--- config.mk ---
export PLATFORM = sky130hd
export DESIGN_NAME = ifu_flat
export DESIGN_NICKNAME = d
export VERILOG_FILES = /design/src/rtl/ifu_pkg.sv /design/src/rtl/ifu_if.sv /design/src/rtl/ifu_holdbuf.sv /design/src/rtl/ifu.sv /design/src/flat_wrapper.sv
export SDC_FILE = /design/constraint.sdc
export NUM_CORES = 1
export LEC_CHECK = 0
export CAP_MARGIN = 20
export CORE_UTILIZATION = 48
export DETAILED_ROUTE_END_ITERATION = 16
export PLACE_DENSITY = 0.93
export SLEW_MARGIN = 30
export SYNTH_ARGS = -nofsm -noshare
export SYNTH_HDL_FRONTEND = slang
export SYNTH_SLANG_ARGS = --single-unit
--- constraint.sdc ---
create_clock -name clk -period 4.4 [get_ports clk]
set_input_delay 0.44 -clock clk [delete_from_list [all_inputs] [get_ports clk]]
set_output_delay 0.44 -clock clk [all_outputs]
set_load 0.005 [all_outputs]
--- src/rtl/ifu_pkg.sv ---
// ifu_pkg: shared types and constants for the instruction fetch unit.
//   st_t        : fetch FSM state (EMPTY / RUN / HOLD)
//   IFU_RST_PC  : default first fetch address after reset
package ifu_pkg;

  // EMPTY : nothing in flight is worth presenting (after reset or a jump)
  // RUN   : the instruction is taken live from the bus read data
  // HOLD  : the decoder stalled, so the instruction comes from the hold register
  typedef enum logic [1:0] {
    ST_EMPTY = 2'd0,
    ST_RUN   = 2'd1,
    ST_HOLD  = 2'd2
  } st_t;

  localparam logic [15:0] IFU_RST_PC = 16'h0000;

endpackage

--- src/rtl/ifu_if.sv ---
// ifu_if: instruction bus between the fetch unit (master) and the
// instruction memory (slave).
//   ibus_addr : word address, driven by the master, registered there
//   ibus_dout : read data for the address sampled at the previous rising edge
interface ifu_if #(
  parameter int AW = 16,
  parameter int DW = 16
);

  logic [AW-1:0] ibus_addr;
  logic [DW-1:0] ibus_dout;

  modport master (output ibus_addr, input ibus_dout);
  modport slave  (input ibus_addr, output ibus_dout);

endinterface

--- src/rtl/ifu_holdbuf.sv ---
// ifu_holdbuf: one-entry instruction capture used while the decoder stalls,
// plus the mux that chooses between the captured word and live bus data.
//   clk, rst_n : clock, asynchronous active-low reset
//   cap        : capture din into the hold register this cycle
//   clr        : drop the held entry (wins over cap)
//   sel        : present the held word instead of din
//   din        : live bus read data
//   dout       : instruction to the decoder
module ifu_holdbuf #(
  parameter int DW = 16
) (
  input  logic          clk,
  input  logic          rst_n,
  input  logic          cap,
  input  logic          clr,
  input  logic          sel,
  input  logic [DW-1:0] din,
  output logic [DW-1:0] dout
);

  logic [DW-1:0] hold_inst_q;
  logic          hold_vld_q;

  always_ff @(posedge clk or negedge rst_n) begin
    if (!rst_n) begin
      hold_inst_q <= '0;
      hold_vld_q  <= 1'b0;
    end else if (clr) begin
      hold_vld_q  <= 1'b0;
    end else if (cap) begin
      hold_inst_q <= din;
      hold_vld_q  <= 1'b1;
    end
  end

  // A dropped entry never reaches the decoder even if sel is still high.
  assign dout = (sel && hold_vld_q) ? hold_inst_q : din;

endmodule

--- src/rtl/ifu.sv ---
// ifu: instruction fetch unit, initiator side of the instruction bus.
// Drives a registered word address, receives read data one cycle later and
// hands each instruction to the decoder with its PC and a valid flag.
// Handles sequential fetch, decoder stall and jump redirects.
//   clk, rst_n       : clock (shared with the bus), async active-low reset
//   ibus             : instruction bus, master side (ibus_addr / ibus_dout)
//   stall            : decoder cannot take the current instruction
//   jmp_en, jmp_addr : redirect fetch to jmp_addr (priority over stall)
//   inst, inst_pc    : instruction to the decoder and its word address
//   inst_vld         : inst / inst_pc are meaningful
//   perf_fetch       : (IFU_PERF_EN) cycles with inst_vld & ~stall & ~jmp_en
//   perf_bubble      : (IFU_PERF_EN) cycles with inst_vld == 0
//   st_dbg_o         : current FSM state, for observation
// Optional feature macro: IFU_PERF_EN adds the two 32-bit counters.
//
// Handshake: an instruction is consumed by the decoder in any cycle where
// inst_vld=1, stall=0 and jmp_en=0; otherwise it stays on inst/inst_pc.
module ifu
  import ifu_pkg::*;
#(
  parameter int            DW     = 16,
  parameter int            AW     = 16,
  parameter logic [AW-1:0] RST_PC = AW'(IFU_RST_PC)
) (
  input  logic          clk,
  input  logic          rst_n,
  ifu_if.master         ibus,
  input  logic          stall,
  input  logic          jmp_en,
  input  logic [AW-1:0] jmp_addr,
  output logic [DW-1:0] inst,
  output logic [AW-1:0] inst_pc,
  output logic          inst_vld,
`ifdef IFU_PERF_EN
  output logic [31:0]   perf_fetch,
  output logic [31:0]   perf_bubble,
`endif
  output st_t           st_dbg_o
);

  logic [AW-1:0] fa_q;       // fetch address on the bus
  logic [AW-1:0] pend_pc_q;  // address whose data is on ibus_dout
  st_t           st_q;
  logic          vld_q;

  logic hb_cap;
  logic hb_clr;
  logic hb_sel;

  always_ff @(posedge clk or negedge rst_n) begin
    if (!rst_n) begin
      fa_q      <= RST_PC;
      pend_pc_q <= '0;
      st_q      <= ST_EMPTY;
      vld_q     <= 1'b0;
    end else if (jmp_en) begin
      // The fetch already in flight belongs to the old stream: discard it.
      fa_q  <= jmp_addr;
      st_q  <= ST_EMPTY;
      vld_q <= 1'b0;
    end else begin
      case (st_q)
        ST_RUN: begin
          if (stall) begin
            // The bus keeps re-reading fa (one ahead), so the current word
            // must be captured; fa and pend_pc stay put.
            st_q <= ST_HOLD;
          end else begin
            pend_pc_q <= fa_q;
            fa_q      <= fa_q + AW'(1);
          end
        end
        ST_HOLD: begin
          if (!stall) begin
            // Held word consumed; ibus_dout already carries mem[fa].
            pend_pc_q <= fa_q;
            fa_q      <= fa_q + AW'(1);
            st_q      <= ST_RUN;
          end
        end
        default: begin
          // Nothing valid to stall on, so fetch always proceeds.
          pend_pc_q <= fa_q;
          fa_q      <= fa_q + AW'(1);
          st_q      <= ST_RUN;
          vld_q     <= 1'b1;
        end
      endcase
    end
  end

  assign hb_cap = !jmp_en && stall && (st_q == ST_RUN);
  assign hb_clr = jmp_en || ((st_q == ST_HOLD) && !stall);
  assign hb_sel = (st_q == ST_HOLD);

  ifu_holdbuf #(.DW(DW)) u_holdbuf (
    .clk   (clk),
    .rst_n (rst_n),
    .cap   (hb_cap),
    .clr   (hb_clr),
    .sel   (hb_sel),
    .din   (ibus.ibus_dout),
    .dout  (inst)
  );

  assign ibus.ibus_addr = fa_q;
  assign inst_pc        = pend_pc_q;
  assign inst_vld       = vld_q;
  assign st_dbg_o       = st_q;

`ifdef IFU_PERF_EN
  logic [31:0] perf_fetch_q;
  logic [31:0] perf_bubble_q;

  always_ff @(posedge clk or negedge rst_n) begin
    if (!rst_n) begin
      perf_fetch_q  <= '0;
      perf_bubble_q <= '0;
    end else begin
      perf_fetch_q  <= perf_fetch_q  + 32'(inst_vld && !stall && !jmp_en);
      perf_bubble_q <= perf_bubble_q + 32'(!inst_vld);
    end
  end

  assign perf_fetch  = perf_fetch_q;
  assign perf_bubble = perf_bubble_q;
`endif

endmodule

--- src/flat_wrapper.sv ---
// flat-port wrapper written by rule: the top's interface ports become plain ports
module ifu_flat import ifu_pkg::*;
#(
  parameter int            DW     = 16,
  parameter int            AW     = 16,
  parameter logic [AW-1:0] RST_PC = AW'(IFU_RST_PC)
)
  (clk, rst_n, stall, jmp_en, jmp_addr, inst, inst_pc, inst_vld, st_dbg_o, ibus_ibus_addr, ibus_ibus_dout);
  ifu_if #(.AW(AW), .DW(DW)) ibus_i ();
  input  logic clk;
  input  logic rst_n;
  input  logic stall;
  input  logic jmp_en;
  input  logic [AW-1:0] jmp_addr;
  output logic [DW-1:0] inst;
  output logic [AW-1:0] inst_pc;
  output logic inst_vld;
  output st_t st_dbg_o;
  output wire logic [$bits(ibus_i.ibus_addr)-1:0] ibus_ibus_addr;
  input wire logic [$bits(ibus_i.ibus_dout)-1:0] ibus_ibus_dout;
  assign ibus_ibus_addr = ibus_i.ibus_addr;
  assign ibus_i.ibus_dout = ibus_ibus_dout;
  ifu #(.DW(DW), .AW(AW), .RST_PC(RST_PC)) u_core (.clk(clk), .rst_n(rst_n), .ibus(ibus_i), .stall(stall), .jmp_en(jmp_en), .jmp_addr(jmp_addr), .inst(inst), .inst_pc(inst_pc), .inst_vld(inst_vld), .st_dbg_o(st_dbg_o));
endmodule
==> impl_metrics.py <==
metrics = {
    "global_routing": {
        "grt_overflow": 0,
        "grt_antenna_before_repair": 0,
        "grt_pass1_wl_um": 8620,
        "use_met3_pct": 6.58,
        "grt_util_all_layers_pct": 21.2,
        "grt_util_met1_pct": 25.0,
        "grt_max_degree": 53,
        "met2_usage_pct": 36.5,
        "grt-busiest-layer": "met2",
        "grt_pass1_vias": 1904,
    },
    "timing": {
        "maxSlewHeadroom_pct": 40.4,
        "timing.final.setup_violations": 0,
        "finalHoldViolations": 0,
        "setup_repair_after_global_routing_missed_its_margin": "false",
        "achievable-frequency_mhz": 349,
        "fin_crit_sh_pct": 65.1,
        "fin_worst_skew_ns": 0.0107,
        "setup_tns_ns": 0,
        "finalMaxSlewViolations": 0,
        "finalWorstPathRequiredPeriod_ns": 2.86,
        "actual_slew_at_the_worst_max_slew_pin_ns": 0.893,
    },
    "layout": {
        "layout.cell_area.non_filler_mm2": 0.00350,
        "layout-area-overhead-vs-synth_pct": 41.3,
        "drive_above_1_share_pct": 21.8,
        "leading_cell_type_in_the_layout_fill_and_taps_excluded": "clkdlybuf4s50_1",
        "antenna_cells_inserted": 0,
        "nets": 332,
        "layout.cells.most_common_list": "clkdlybuf4s50_1, dfrtp_1, mux2_2",
    },
    "job": {
        "cap_violations": 0,
    },
    "yosys": {
        "synth_edf_count": 0,
        "post_synth_and_or_nand_nor_area_fraction_pct": 12.4,
        "yosysUniqueCellTypes": 34,
        "async_reset_ff_share_pct": 100,
        "synth-compound-area-share_pct": 6.15,
        "synthMuxAreaShare_pct": 22.6,
        "synthesis.nets": 246,
        "syn_inst": 207,
        "synthXorXnorAreaFrac_pct": 2.82,
        "sequential_fraction_of_the_synthesis_area_pct": 52.4,
        "synth.yosys.warnings": 0,
        "synth_fa_ha_area_share_pct": 1.51,
        "synth_seq_cells": 52,
        "synth_top_family_by_area": "multiplexers",
        "syn_area_per_cell_um2": 12.0,
        "synth_ff_type": "dfrtp_1",
        "syn_area_mm2": 0.00248,
    },
    "routing": {
        "routed_wl_per_cell_um": 15.2,
        "route.antenna.remaining_nets": 0,
        "dr.pass1.iters": 5,
        "detail_route.drc_violations": 0,
        "dr_total_vias": 1947,
        "first_iter_violations": 65,
        "detail_route.vias_per_cell": 5.39,
        "routed_wirelength_um": 5470,
    },
    "clock_network": {
        "clock_latency_ns": 0.31,
        "cts-hold-fix-buffers": 0,
        "cts_buffer_depth": 2,
        "clock_sink_count": 52,
        "tritoncts.num_buffers": 5,
        "htree_num_levels": 2,
        "post_cts_sizing_count": 0,
        "post-cts-setup-buffers": 0,
        "path_clk_slew_ns": 0.09,
        "cts_root_buffer": "clkbuf_8",
        "tritoncts": "yes",
    },
    "placement": {
        "hpwl_um": 3830,
        "globalplace.congestion": 0.827,
        "placed_cell_area_mm2": 0.00339,
        "placement.io_buffers": 86,
    },
    "critical_path": {
        "worst_ep_required_time_ns": 3.96,
        "path_max_fanout": 16,
        "crit_path_end_kind": "output pin",
        "timing.setup.critical_path_class": "reg2out",
        "critPathLaunchType": "flip-flop",
        "timing.critical_path.arrival_ns": 2.42,
    },
    "floorplan": {
        "fp.dieW_um": 73.9,
        "die_area_mm2": 0.00546,
        "num_io_pins": 87,
        "die-height_um": 73.9,
        "core.rowCount": 25,
        "core_area_mm2": 0.00485,
        "initial_utilization_pct": 51.2,
    },
    "pwr": {
        "power.ir.vdd_worst_v": 0.000229,
        "power.static_leakage_uw": 0.00142,
        "total_power_uw": 1320,
        "power_density_mw_per_mm2": 378,
    },
    "status": {
        "outcome": "finished clean",
    },
    "worst_hold_path": {
        "timing.hold.worst.class": "in2async",
    },
}
## kinds of logic after synthesis
group                    count (synthesis)
XOR/XNOR                                 8
multiplexers                            50
AO/OA/AOI/OAI                           27
adder cells (fa/ha/maj)                  3
buffers and inverters                   12
flip-flops                              52
AND/OR/NAND/NOR                         55
## flip-flops by register name, indices dropped and copies added (netlist names)
| register | count |
|---|---|
| u_core.ibus.ibus_addr | 16 |
| u_core.inst_pc | 16 |
| u_core.u_holdbuf.hold_inst_q | 16 |
| u_core.st_dbg_o | 2 |
| u_core.inst_vld | 1 |
| u_core.u_holdbuf.hold_vld_q | 1 |
## area by class of cell
cell class                      instances  area [µm²]
Fill cell                             349        1340
Timing Repair Buffer                   87         863
Clock inverter                          3        42.5
Multi-Input combinational cell        143        1130
Clock buffer                            5        68.8
Sequential cell                        52        1300
Tap cell                               67        83.8
Inverter                                4        15.0
## power by group
part | switching [µW] | internal [µW] | leakage, µW
Combinational | 118 | 230 | 0.000751
Sequential | 70.6 | 580 | 0.000618
Clock | 156 | 168 | 0.0000541
Total | 345 | 979 | 0.00142
## synthesized netlist by cell type (all sizes together), types with 3 or more instances
cell | number | area, µm²
a31oi | 6 | 37.5
buf | 4 | 20.0
clkbuf | 4 | 15.0
dfrtp | 52 | 1300
ha | 3 | 37.5
inv | 4 | 15.0
mux2 | 49 | 552
nand2 | 18 | 67.6
nand3 | 5 | 30.0
nand4 | 6 | 58.8
nor2 | 9 | 36.3
o21ai | 15 | 75.1
or3 | 5 | 31.3
xnor2 | 4 | 35.0
xor2 | 4 | 35.0
## routing by layer
metal / part of all wire (%) / wire length [µm]
met1: 42 / 2300
met2: 50 / 2760
met3: 6.5 / 354
met4: 0.99 / 54
met5: 0 / 0
## worst max-delay path: stages, from the launching register on
cell	delay, ns
dfrtp_1	0.38
inv_1	0.08
ha_1	0.26
nand2_1	0.53
mux2_2	0.41
clkdlybuf4s50_1	0.46
## per-stage QoR
step	hold slack, ns	cells	util [%]	worst slack, ns
4_1_cts	0.260	361	72.3	1.51
5_1_grt	0.283	361	72.3	1.41
6_report	0.241	361	72.3	1.54
3_5_place_dp	0.491	353	70.0	1.63
3_3_place_gp	0.486	353	70.0	1.77
2_1_floorplan	0.144	207	-	2.51
## worst paths after layout
path | from | to | slack (ns) | cells past startpoint
setup reg to reg | u_core.st_dbg_o[0] | u_core.inst_pc[15] | 2.34 | 5
hold reg to reg | u_core.u_holdbuf.hold_inst_q[6] | u_core.u_holdbuf.hold_inst_q[6] | 0.51 | 1
setup / recovery | u_core.st_dbg_o[0] | inst[1] | 1.54 | 5
min in group clk | u_core.u_holdbuf.hold_inst_q[6] | u_core.u_holdbuf.hold_inst_q[6] | 0.51 | 1
hold / removal | rst_n | u_core.inst_pc[6] | 0.24 | 2
max in group asynchronous | rst_n | u_core.ibus.ibus_addr[4] | 3.72 | 2
Note: power is estimated with default switching activity, not from simulation.
